### src/rtl/irqc_pkg.sv
// Shared IRQC definitions: register offsets, source bit map and VECTOR layout.
// Kept free of logic so bifrost and firmware headers can mirror it directly.
package irqc_pkg;

    localparam int NUM_SRC  = 8;
    localparam int NUM_REGS = 5;

    typedef enum logic [2:0] {
        REG_STATUS  = 3'd0,
        REG_PENDING = 3'd1,
        REG_ENABLE  = 3'd2,
        REG_MODE    = 3'd3,
        REG_VECTOR  = 3'd4
    } reg_off_e;

    localparam int SRC_VIA1_IRQ    = 0;
    localparam int SRC_VIA2_IRQ    = 1;
    localparam int SRC_UART_IRQ    = 2;
    localparam int SRC_UART_TXAIRQ = 3;
    localparam int SRC_UART_RXAIRQ = 4;
    localparam int SRC_UART_TXBIRQ = 5;
    localparam int SRC_UART_RXBIRQ = 6;
    localparam int SRC_SPARE       = 7;

    localparam int VEC_VALID_BIT = 7;

    // {valid, 4'b0, idx}: idx is the lowest set bit of act, all zero when act is empty.
    function automatic logic [7:0] vector_of(input logic [NUM_SRC-1:0] act);
        logic [7:0] v;
        v = 8'h00;
        for (int i = NUM_SRC - 1; i >= 0; i--) begin
            if (act[i]) begin
                v                = 8'h00;
                v[VEC_VALID_BIT] = 1'b1;
                v[2:0]           = 3'(i);
            end
        end
        return v;
    endfunction

endpackage

### src/rtl/irqc_sync.sv
// 2-flop synchroniser plus history flop per source, with an assertion-edge output.
// Edges are held off until the pipe has refilled after reset, so a source held active through reset never looks like a new edge.
module irqc_sync
    import irqc_pkg::*;
(
    input  logic               clock,
    input  logic               reset,
    input  logic [NUM_SRC-1:0] din,
    output logic [NUM_SRC-1:0] level,
    output logic [NUM_SRC-1:0] rise
);

    logic [NUM_SRC-1:0] s1_q, s1_d;
    logic [NUM_SRC-1:0] s2_q, s2_d;
    logic [NUM_SRC-1:0] s3_q, s3_d;
    logic [1:0]         warm_q, warm_d;

    always_comb begin
        s1_d   = din;
        s2_d   = s1_q;
        s3_d   = s2_q;
        warm_d = (warm_q != 2'd0) ? warm_q - 2'd1 : warm_q;
    end

    always_ff @(posedge clock) begin
        if (!reset) begin
            s1_q   <= '0;
            s2_q   <= '0;
            s3_q   <= '0;
            warm_q <= 2'd3;
        end else begin
            s1_q   <= s1_d;
            s2_q   <= s2_d;
            s3_q   <= s3_d;
            warm_q <= warm_d;
        end
    end

    assign level = s2_q;
    assign rise  = s2_q & ~s3_q & {NUM_SRC{warm_q == 2'd0}};

endmodule

### src/rtl/irqc.sv
// Interrupt controller for bifrost: synchronised sources, per-bit level/edge pending,
// enable mask, lowest-index vector and a registered active-low IRQB request.
module irqc
    import irqc_pkg::*;
#(
    parameter logic [7:0] BASE = 8'h10
) (
    input  logic       clock,
    input  logic       reset,
    input  logic       cs,
    input  logic       rw,
    input  logic [7:0] addr,
    input  logic [7:0] data_in,
    output logic [7:0] data_out,
    output logic       data_out_en,
    input  logic [7:0] src_n,
    output logic       irq_n
);

    logic [7:0] level;
    logic [7:0] rise;

    logic [7:0] pend_q, pend_d;
    logic [7:0] enable_q, enable_d;
    logic [7:0] mode_q, mode_d;
    logic       irq_n_q, irq_n_d;

    logic [7:0] offset;
    logic       in_range;
    logic       wr_en;
    logic [7:0] w1c;
    logic [7:0] vector;

    irqc_sync u_sync (
        .clock (clock),
        .reset (reset),
        .din   (~src_n),
        .level (level),
        .rise  (rise)
    );

    // Unsigned wrap makes addresses below BASE land far out of range.
    assign offset   = addr - BASE;
    assign in_range = (offset < 8'(NUM_REGS));
    assign wr_en    = ~cs & ~rw & in_range;

    assign vector = vector_of(pend_q & enable_q);

    always_comb begin
        enable_d = enable_q;
        mode_d   = mode_q;
        w1c      = 8'h00;
        if (wr_en) begin
            if (offset[2:0] == REG_ENABLE)  enable_d = data_in;
            if (offset[2:0] == REG_MODE)    mode_d   = data_in;
            if (offset[2:0] == REG_PENDING) w1c      = data_in;
        end
    end

    // Edge set wins over a same-cycle W1C; level bits simply follow the synchronised input.
    always_comb begin
        pend_d  = (~mode_q & level) | (mode_q & (rise | (pend_q & ~w1c)));
        irq_n_d = ~|(pend_q & enable_q);
    end

    always_ff @(posedge clock) begin
        if (!reset) begin
            pend_q   <= 8'h00;
            enable_q <= 8'h00;
            mode_q   <= 8'h00;
            irq_n_q  <= 1'b1;
        end else begin
            pend_q   <= pend_d;
            enable_q <= enable_d;
            mode_q   <= mode_d;
            irq_n_q  <= irq_n_d;
        end
    end

    assign irq_n       = irq_n_q;
    assign data_out_en = ~cs & rw & in_range;

    always_comb begin
        data_out = 8'h00;
        if (data_out_en) begin
            case (offset[2:0])
                REG_STATUS:  data_out = level;
                REG_PENDING: data_out = pend_q;
                REG_ENABLE:  data_out = enable_q;
                REG_MODE:    data_out = mode_q;
                REG_VECTOR:  data_out = vector;
                default:     data_out = 8'h00;
            endcase
        end
    end

endmodule

### config.mk
export PLATFORM = sky130hd
export DESIGN_NAME = irqc
export DESIGN_NICKNAME = d
export VERILOG_FILES = /design/src/rtl/irqc_pkg.sv /design/src/rtl/irqc_sync.sv /design/src/rtl/irqc.sv
export SDC_FILE = /design/constraint.sdc
export NUM_CORES = 1
export LEC_CHECK = 0
export ABC_AREA = 1
export ABC_CLOCK_PERIOD_IN_PS = 1900
export BUFFER_PORTS_ARGS = -buffer_cell sky130_fd_sc_hd__buf_2
export CORE_MARGIN = 2
export CORE_UTILIZATION = 55
export DETAILED_ROUTE_END_ITERATION = 7
export PLACE_DENSITY = 0.76
export SLEW_MARGIN = 20
export SYNTH_ARGS = -nofsm -noshare
export SYNTH_HDL_FRONTEND = slang
export SYNTH_HIERARCHICAL = 1
export SYNTH_SLANG_ARGS = --single-unit
### constraint.sdc
create_clock -name clock -period 1.9 [get_ports clock]
set_input_delay 0.095 -clock clock [delete_from_list [all_inputs] [get_ports clock]]
set_output_delay 0.095 -clock clock [all_outputs]
set_load 0.05 [all_outputs]
==> results of run 1 <==
==> state kept, by name, summed over array words and instances, names as in the netlist <==
| name | cells |
|---|---|
| mode_q | 8 |
| enable_q | 8 |
| u_sync/warm_q | 2 |
| irq_n | 1 |
| u_sync/s3_q | 8 |
| pend_q | 8 |
| u_sync/level | 8 |
| u_sync/s1_q | 8 |
==> cell usage after synthesis, drive strengths merged <==
cell type    n
nand2      108
inv         72
nor2        67
dfxtp       51
nand3       24
a21oi       22
o21ai       16
buf          7
clkbuf       2
ha           2
nand4        2
o22ai        2
a31oi        1
nor3b        1
==> worst max-delay path: stages (launching register included) <==
cell     delay, ns
dfxtp_1       0.34
nand2_1       0.10
inv_1         0.06
nor3b_1       0.24
o21ai_0       0.13
a21oi_1       0.17
buf_2         0.29
==> how the worst max path moves through the flow <==
stage | to | slack (ns) | cells after the start
2_1_floorplan | data_out[2] | 0.22 | 5
3_3_place_gp | data_out[3] | 0.32 | 7
3_5_place_dp | data_out[3] | 0.29 | 7
4_1_cts | data_out[1] | 0.16 | 6
5_1_grt | data_out[1] | 0.06 | 6
6_report | data_out[1] | 0.18 | 6
==> where the power goes <==
| part | total, mW | switching (mW) | internal (mW) |
|---|---|---|---|
| clock network | 0.600 | 0.342 | 0.258 |
| logic | 0.166 | 0.106 | 0.0605 |
| registers | 1.12 | 0.0190 | 1.10 |
==> layer usage <==
layer	vias up	wire, µm	track usage
met5	-	0	0
met4	0	53	0.0776
met3	4	281	0.0342
met2	64	2490	0.371
met1	997	2360	0.280
li1	1206	-	-
==> area by class of cell <==
cell class | count | area share
well taps | 52 | 0.0237
repair buffers | 42 | 0.0810
multi-input cells | 245 | 0.395
inverters | 72 | 0.0983
clock inverters | 2 | 0.00455
clock buffers | 6 | 0.0264
flip-flops and latches | 51 | 0.371
==> logic make-up after synthesis <==
family | synth area share
fa+ha+maj | 0.0102
compound gates | 0.0894
flops | 0.414
buf+inv | 0.145
simple gates | 0.341
==> stage by stage <==
stage / instance area, µm² / utilization / hold WS [ns]
2_1_floorplan: 2460 / - / 0.230
3_3_place_gp: 2660 / 0.616 / 0.319
3_5_place_dp: 2660 / 0.616 / 0.324
4_1_cts: 2750 / 0.636 / 0.00445
5_1_grt: 2750 / 0.636 / 0.0221
6_report: 2750 / 0.636 / 0.0116
==> summary.txt, run 1 <==
Routing
  – DRC Markers: 0
  – Routed Antenna Nets: 0
  – Via count: about 2.3k
  – DRT Wirelength: roughly 5200 µm
  – DR WL/cell: approximately 11 µm
  – Drt initial violations: approximately 140
  – Pre-antenna DRT Iters: 4
  – Vias/cell: between 4 and 5

Placed design
  – Pre-CTS setup slack: 0.288 ns
  – GPL Wtd Cong: about 0.85
  – I/O Buffers: 37
  – HPWL after DPL: 3790 µm
  – DP Cell Count: between 400 and 500

Setup path
  – Crit path from: pend_q[0]
  – R2r endpoint: pend_q[2]
  – CP startpoint kind: flop
  – Critical path required time: 1.80 ns
  – Reg2Reg Depth: 6
  – CP max FO: 3
  – Critical path data arrival time: 1.63 ns
  – Critical path endpoint category: primary output
  – R2r setup slk: ~0.64 ns
  – Setup CP Type: flop to primary output
  – Reg-to-reg startpoint: u_sync/warm_q[0]

Timing
  – Total negative slack: 0 ns
  – Count of final hold-check violations: 0
  – Unrepaired setup endpoints after global routing: no
  – Final setup fails: 0
  – Period Utilization, post-route: 0.907
  – Period minus WS final: ~1.7 ns
  – Fmax: about 580 MHz
  – Clock Skews: around 0.007 ns
  – Rel. slew slack: 0.646
  – Worst Max-Slew Pin Slew: between 0.5 and 0.6 ns
  – Setup ws final: 0.176 ns
  – Slew Limit Fails: 0

Floorplanning
  – Chip width: around 71 µm
  – Die area: 5030 µm²
  – Std cell rows: 24
  – Die Y: roughly 71 µm
  – Starting Density: 0.570
  – Core Box Area: about 4300 µm²
  – IO Pins: 38

Global route
  – First-pass GRT wire length: 8790 µm
  – Grt total ovfl: 0
  – Initial antenna violation count: 0
  – Vias in the first global route: a little over 2k
  – Total GRT Usage: 0.217
  – Largest net degree at the start of global routing: 31

Power and ir drop
  – Power per cell area: 686 nW/µm²
  – Final Power: between 1.5 and 2 mW
  – Leakage: roughly 1.6 nW
  – Peak supply drop: ~0.51 mV

Hold path
  – Cells on Worst Hold Path: 4
  – HP Start: src_n[0]
  – Hold Crit Endpoint: u_sync/s1_q[0]
  – HP Class: input pin to flop

Clocking
  – TritonCTS clock tree: built
  – Clk root buf: clkbuf_8
  – Setup bufs post-CTS: 0
  – CTS buffer count: 5
  – H-tree levels: 2
  – Clk slew on worst S/H paths: 0.09 ns
  – CTS Buffer Depth: 2
  – Clock latency on the worst-skew pair: around 0.3 ns
  – CTS Hold Buffers Added: 0
  – Clock sinks: 51
  – CTS resizes: 0

Logic synthesis
  – Post-Synthesis Cells: 377
  – Sequential fraction of the synthesis area: 0.414
  – Post-synth top area share: 0.414
  – YS warnings: 6
  – Yosys top cell by area: dfxtp_1
  – Syn Nets: 407
  – Syn_area_per_cell: 6.53 µm²
  – Distinct cells, synth: 24
  – Largest cells by area after synthesis: dfxtp_1 41%, nand2_1 16%, inv_1 11%, nor2_1 9.6%, a21oi_1 4.3%
  – Synthesized area: approximately 2500 µm²
  – Yosys reg bits: 51

Finish
  – Final Non-Filler Cells: 470
  – Nets: ~450
  – ANT cells: 0
  – Share of cells above drive strength 1: 0.148
  – Multi-input gate area: between 1000 and 1500 µm²
  – Storage cell area: 1020 µm²
  – FILL cells: 430
  – Most common cell after layout, fill and taps aside: nand2_1
  – Leading cell types in the layout, fill and taps excluded: 106 x nand2_1, 70 x inv_1, 63 x nor2_1
  – Syn-to-layout area delta: 11.6%

Job
  – Max Cap Viol: 0

Status
  – Status: finished clean
Note: power is estimated with default switching activity, not from simulation.
==> inputs of run 2 (changes only) <==
--- a/config.mk
+++ b/config.mk
@@ -9,9 +9,9 @@
 export ABC_CLOCK_PERIOD_IN_PS = 1900
 export BUFFER_PORTS_ARGS = -buffer_cell sky130_fd_sc_hd__buf_2
 export CORE_MARGIN = 2
-export CORE_UTILIZATION = 55
+export CORE_UTILIZATION = 50
 export DETAILED_ROUTE_END_ITERATION = 7
-export PLACE_DENSITY = 0.76
+export PLACE_DENSITY = 0.7
 export SLEW_MARGIN = 20
 export SYNTH_ARGS = -nofsm -noshare
 export SYNTH_HDL_FRONTEND = slang
==> run 2 against run 1 <==
Against the previous run:
- total power grew 6.7%
- register-to-register slack gained 0.05 ns
- maximum frequency grew 1.6%
- combinational power is essentially flat
- first-iteration DRC count shrank 27%
- cell area grew 1.5%
- critical endpoint unchanged
- largest cell class unchanged
==> summary.txt, run 2 (synthesis gave the netlist of run 1 again) <==
Routing
  – Drt initial violations: 102 (-27%)
  – DR WL/cell: 11.1 µm (+0.29%)
  – Via count: 2281 (+0.44%)
  – DRT Wirelength: 5340 µm (+3.1%)
  – Pre-antenna DRT Iters: 5 (+1)
  – DRC Markers: 0 (unchanged)
  – Vias/cell: 4.72 (-2.3%)
  – Routed Antenna Nets: 0 (unchanged)

Job
  – Max Cap Viol: 0 (unchanged)

Timing
  – Rel. slew slack: 0.742 (+0.0963)
  – Period minus WS final: 1.70 ns (-0.0274 ns)
  – Period Utilization, post-route: 0.893 (-0.0144)
  – Count of final hold-check violations: 0 (unchanged)
  – Clock Skews: 0.00878 ns (+0.00192 ns)
  – Total negative slack: 0 ns (unchanged)
  – Final setup fails: 0 (unchanged)
  – Fmax: 590 MHz (+1.6%)
  – Setup ws final: 0.204 ns (+0.0274 ns)
  – Unrepaired setup endpoints after global routing: no
  – Slew Limit Fails: 0 (unchanged)
  – Worst Max-Slew Pin Slew: 0.387 ns (-0.145 ns)

Setup path
  – CP max FO: 3 (unchanged)
  – Critical path data arrival time: 1.60 ns (-0.03 ns)
  – R2r setup slk: 0.69 ns (+0.05 ns)
  – Critical path required time: 1.80 ns (about the same)
  – Setup CP Type: flop to primary output
  – Critical path endpoint category: primary output
  – CP startpoint kind: flop

Status
  – Status: finished clean

Global route
  – Grt total ovfl: 0 (unchanged)
  – Vias in the first global route: 2077 (+1.2%)
  – Initial antenna violation count: 0 (unchanged)
  – Largest net degree at the start of global routing: 52 (+68%)
  – Total GRT Usage: 0.212 (-0.00529)
  – First-pass GRT wire length: 8980 µm (+2.1%)

Finish
  – FILL cells: 480 (+12%)
  – Share of cells above drive strength 1: 0.144 (-0.00409)
  – Leading cell types in the layout, fill and taps excluded: 106 x nand2_1, 70 x inv_1, 63 x nor2_1
  – Nets: 446 (-0.22%)
  – Most common cell after layout, fill and taps aside: nand2_1
  – Syn-to-layout area delta: 13.3%
  – ANT cells: 0 (unchanged)
  – Util after Layout: 0.591 (-0.0450)

Clocking
  – H-tree levels: 2 (unchanged)
  – Clk slew on worst S/H paths: 0.09 ns (about the same)
  – CTS resizes: 0 (unchanged)
  – Clk root buf: clkbuf_8
  – CTS Hold Buffers Added: 0 (unchanged)
  – Clock latency on the worst-skew pair: 0.30 ns (about the same)
  – CTS Buffer Depth: 2 (unchanged)
  – CTS buffer count: 5 (unchanged)
  – TritonCTS clock tree: built
  – Clock sinks: 51 (unchanged)
  – Setup bufs post-CTS: 0 (unchanged)

Floorplanning
  – Std cell rows: 25 (+4.2%)
  – Chip width: 74.2 µm (+4.6%)
  – Starting Density: 0.522 (-0.0481)
  – Die Y: 74.2 µm (+4.6%)
  – IO Pins: 38 (unchanged)
  – Die area: 5500 µm² (+9.4%)
  – Core Box Area: 4720 µm² (+9.2%)

Placed design
  – Pre-CTS setup slack: 0.349 ns (+0.0603 ns)
  – I/O Buffers: 37 (unchanged)
  – HPWL after DPL: 3790 µm (about the same)
  – GPL Wtd Cong: 0.852 (-0.35%)

Hold path
  – HP Class: input pin to flop

Power and ir drop
  – Final Power: 2.01 mW (+6.7%)
  – Peak supply drop: 0.398 mV (-22%)
  – Power per cell area: 721 nW/µm² (+5.1%)
  – Leakage: 1.59 nW (+0.66%)
run 2: worst max-delay path: stages (launching register included):
cell and delay [ns]:
dfxtp_1 0.34, nand2_1 0.10, inv_1 0.06, nor3b_1 0.23, o21ai_0 0.15, a21oi_1 0.16, buf_2 0.28
run 2: layout make-up:
type                       instances  area (µm²)  share of cell area
inverter                          72         270              0.0969
clock buffer                       6        72.6              0.0260
timing repair buffer              41         228              0.0816
sequential                        51        1020               0.366
clock inverter                     1        30.0              0.0108
tap                               67        83.8              0.0300
multi-input combinational        245        1080               0.389
run 2: where the power goes:
part,internal (mW),switching [mW]
clock,0.386,0.339
combinational,0.0610,0.106
sequential,1.10,0.0184
total,1.55,0.464
run 2: final timing paths:
kind | startpoint | cells after the start | end
worst max-delay path | pend_q[0] | 6 | data_out[1]
worst min-delay path | src_n[3] | 4 | u_sync/s1_q[3]
worst max register to register | u_sync/warm_q[0] | 6 | pend_q[2]
worst min register to register | u_sync/s1_q[1] | 2 | u_sync/level[1]
run 2: routing by layer:
| metal | global-route usage | vias up | wire, µm | part of all wire |
|---|---|---|---|---|
| met5 | 0 | - | 0 | 0 |
| met4 | 0.0869 | 0 | 38 | 0.0071 |
| met3 | 0.0434 | 6 | 284 | 0.053 |
| met2 | 0.354 | 51 | 2480 | 0.46 |
| met1 | 0.268 | 1013 | 2540 | 0.48 |
| li1 | - | 1211 | - | - |
run 2: per-stage QoR:
step / std cells / hold slack [ns] / instance area (µm²)
after floorplan: 377 / 0.230 / 2460
after global placement: 476 / 0.320 / 2690
after detailed placement: 476 / 0.327 / 2690
after CTS: 483 / 0.00301 / 2790
after global routing: 483 / 0.0121 / 2790
final: 483 / 0.0125 / 2790
==> inputs of run 3 (changes only) <==
--- a/config.mk
+++ b/config.mk
@@ -8,9 +8,9 @@
 export ABC_AREA = 1
 export ABC_CLOCK_PERIOD_IN_PS = 1900
 export BUFFER_PORTS_ARGS = -buffer_cell sky130_fd_sc_hd__buf_2
-export CORE_MARGIN = 2
 export CORE_UTILIZATION = 50
 export DETAILED_ROUTE_END_ITERATION = 7
+export MAX_ROUTING_LAYER = met4
 export PLACE_DENSITY = 0.7
 export SLEW_MARGIN = 20
 export SYNTH_ARGS = -nofsm -noshare
==> run 3 against run 2 <==
Against the previous run:
- sequential power hardly changed
- non-clock buffer count is 2 higher
- cell area stayed put
- wire length is 0.99% higher
- critical path type unchanged
- total power is 3.6% lower
- first-iteration DRC count is 5.9% lower
- count of clock-buffer cells in the layout is 1 higher
- critical endpoint is now data_out[2]
- largest cell class unchanged
- register-to-register slack worse by 0.06 ns
==> summary.txt, run 3 (synthesis gave the netlist of run 1 again) <==
Setup path
  – Critical path data arrival time: 1.61 ns (about the same)
  – R2r setup slk: 0.63 ns (-0.06 ns)
  – CP startpoint kind: flop
  – Setup CP Type: flop to primary output
  – Reg2Reg Depth: 6 (unchanged)
  – Critical path endpoint category: primary output
  – Critical path required time: 1.80 ns (about the same)
  – R2r endpoint: pend_q[6]
  – CP max FO: 3 (unchanged)
  – Reg-to-reg startpoint: u_sync/warm_q[0]

Timing
  – Final setup fails: 0 (unchanged)
  – Total negative slack: 0 ns (unchanged)
  – Worst Max-Slew Pin Slew: 0.603 ns (+0.216 ns)
  – Period Utilization, post-route: 0.897 (+0.00466)
  – Count of final hold-check violations: 0 (unchanged)
  – Unrepaired setup endpoints after global routing: no
  – Rel. slew slack: 0.598 (-0.144)
  – Period minus WS final: 1.71 ns (+0.00885 ns)
  – Setup ws final: 0.195 ns (-0.00885 ns)
  – Clock Skews: 0.00926 ns (+0.000480 ns)
  – Slew Limit Fails: 0 (unchanged)
  – Fmax: 586 MHz (-0.52%)

Clocking
  – CTS Buffer Depth: 2 (unchanged)
  – CTS buffer count: 5 (unchanged)
  – Clock latency on the worst-skew pair: 0.30 ns (about the same)
  – H-tree levels: 2 (unchanged)
  – Clk slew on worst S/H paths: 0.10 ns (about the same)
  – Clock sinks: 51 (unchanged)
  – TritonCTS clock tree: built
  – Clk root buf: clkbuf_8

Finish
  – Nets: 448 (+0.45%)
  – Leading cell types in the layout, fill and taps excluded: 106 x nand2_1, 70 x inv_1, 63 x nor2_1
  – Syn-to-layout area delta: 13.3% (unchanged)
  – ANT cells: 0 (unchanged)
  – Design Area, Final: 2790 µm² (unchanged)
  – Storage cell area: 1020 µm² (unchanged)
  – Most common cell after layout, fill and taps aside: nand2_1
  – Multi-input gate area: 1080 µm² (unchanged)
  – Share of cells above drive strength 1: 0.148 (+0.00374)
  – FILL cells: 471 (-1.9%)

Routing
  – DRC Markers: 0 (unchanged)
  – DRT Wirelength: 5400 µm (+0.99%)
  – Routed Antenna Nets: 0 (unchanged)
  – Drt initial violations: 96 (-5.9%)
  – Vias/cell: 4.66 (-1.3%)
  – Pre-antenna DRT Iters: 5 (unchanged)
  – DR WL/cell: 11.1 µm (+0.37%)
  – Via count: 2265 (-0.70%)

Hold path
  – Hold Crit Endpoint: u_sync/s1_q[2]
  – HP Start: src_n[2]
  – HP Class: input pin to flop
  – Cells on Worst Hold Path: 4 (unchanged)

Global route
  – First-pass GRT wire length: 9020 µm (+0.47%)
  – Initial antenna violation count: 0 (unchanged)
  – Vias in the first global route: 1992 (-4.1%)
  – Grt total ovfl: 0 (unchanged)
  – Total GRT Usage: 0.231 (+0.0186)
  – Largest net degree at the start of global routing: 33 (-37%)

Placed design
  – Pre-CTS setup slack: 0.372 ns (+0.0235 ns)
  – GPL Wtd Cong: 0.863 (+1.3%)
  – I/O Buffers: 37 (unchanged)
  – DP Area: 2680 µm² (-0.19%)
  – HPWL after DPL: 3860 µm (+2.0%)

Floorplanning
  – Core Box Area: 4720 µm² (unchanged)
  – IO Pins: 38 (unchanged)
  – Starting Density: 0.522 (unchanged)
  – Die Y: 72.2 µm (-2.7%)
  – Chip width: 72.2 µm (-2.7%)
  – Std cell rows: 25 (unchanged)
  – Die area: 5210 µm² (-5.3%)

Power and ir drop
  – Final Power: 1.94 mW (-3.6%)
  – Power per cell area: 695 nW/µm² (-3.6%)
  – Leakage: 1.59 nW (about the same)
  – Peak supply drop: 0.457 mV (+15%)

Job
  – Max Cap Viol: 0 (unchanged)

Status
  – Status: finished clean
[run 3: cell types whose count changed in the layout (fill, tap and decap cells not counted), sizes merged]
cell         delta
clkinv          +1
bufinv          -1
clkbuf          +2
dlygate4sd3     +1
[run 3: per-stage QoR]
step / hold slack [ns] / instances / util
floorplan: 0.230 / 377 / -
CTS: 0.00212 / 486 / 0.590
global placement: 0.320 / 477 / 0.568
detailed placement: 0.325 / 477 / 0.568
finish: 0.00797 / 486 / 0.591
global route: 0.00595 / 486 / 0.591
[run 3: worst max-delay path by stage]
| stage | from | endpoint | slack (ns) | depth (start not counted) |
|---|---|---|---|---|
| 6_report | pend_q[0] | data_out[2] | 0.19 | 6 |
| 3_3_place_gp | addr[0] | data_out[0] | 0.41 | 9 |
| 3_5_place_dp | addr[0] | data_out[0] | 0.37 | 9 |
| 2_1_floorplan | pend_q[0] | data_out[2] | 0.22 | 5 |
| 4_1_cts | pend_q[0] | data_out[1] | 0.18 | 6 |
| 5_1_grt | pend_q[0] | data_out[2] | 0.002 | 6 |
[run 3: timing repair]
item,4_1_cts,5_1_grt
hold buffers,1,0
setup endpoints to repair,0,1
setup buffers,0,0
resized for setup,0,1
endpoints found under the hold margin,1,0
[run 3: area by class of cell]
cell class / count / share of cell area
inverter: 72 / 0.0969
sequential: 51 / 0.366
clock inverter: 1 / 0.00314
multi-input combinational: 245 / 0.389
clock buffer: 7 / 0.0309
tap: 67 / 0.0300
timing repair buffer: 43 / 0.0843
[run 3: power by group]
part	internal, mW	switching (mW)
registers	1.10	0.0192
clock network	0.299	0.352
logic	0.0607	0.107
[run 3: critical path, stage by stage (launching register included)]
cell     delay (ns)
dfxtp_1        0.35
nand2_1        0.10
inv_1          0.05
nor3b_1        0.23
nand2_1        0.08
a31oi_1        0.21
buf_2          0.30
[run 3: routing by layer]
metal	track usage	part of all wire	wire length (µm)	vias to the layer above
met2	0.364	0.46	2500	44
met5	-	0	0	-
met1	0.294	0.49	2640	1003
met4	0.0806	0.0059	32	0
met3	0.0472	0.041	220	4
li1	-	-	-	1214
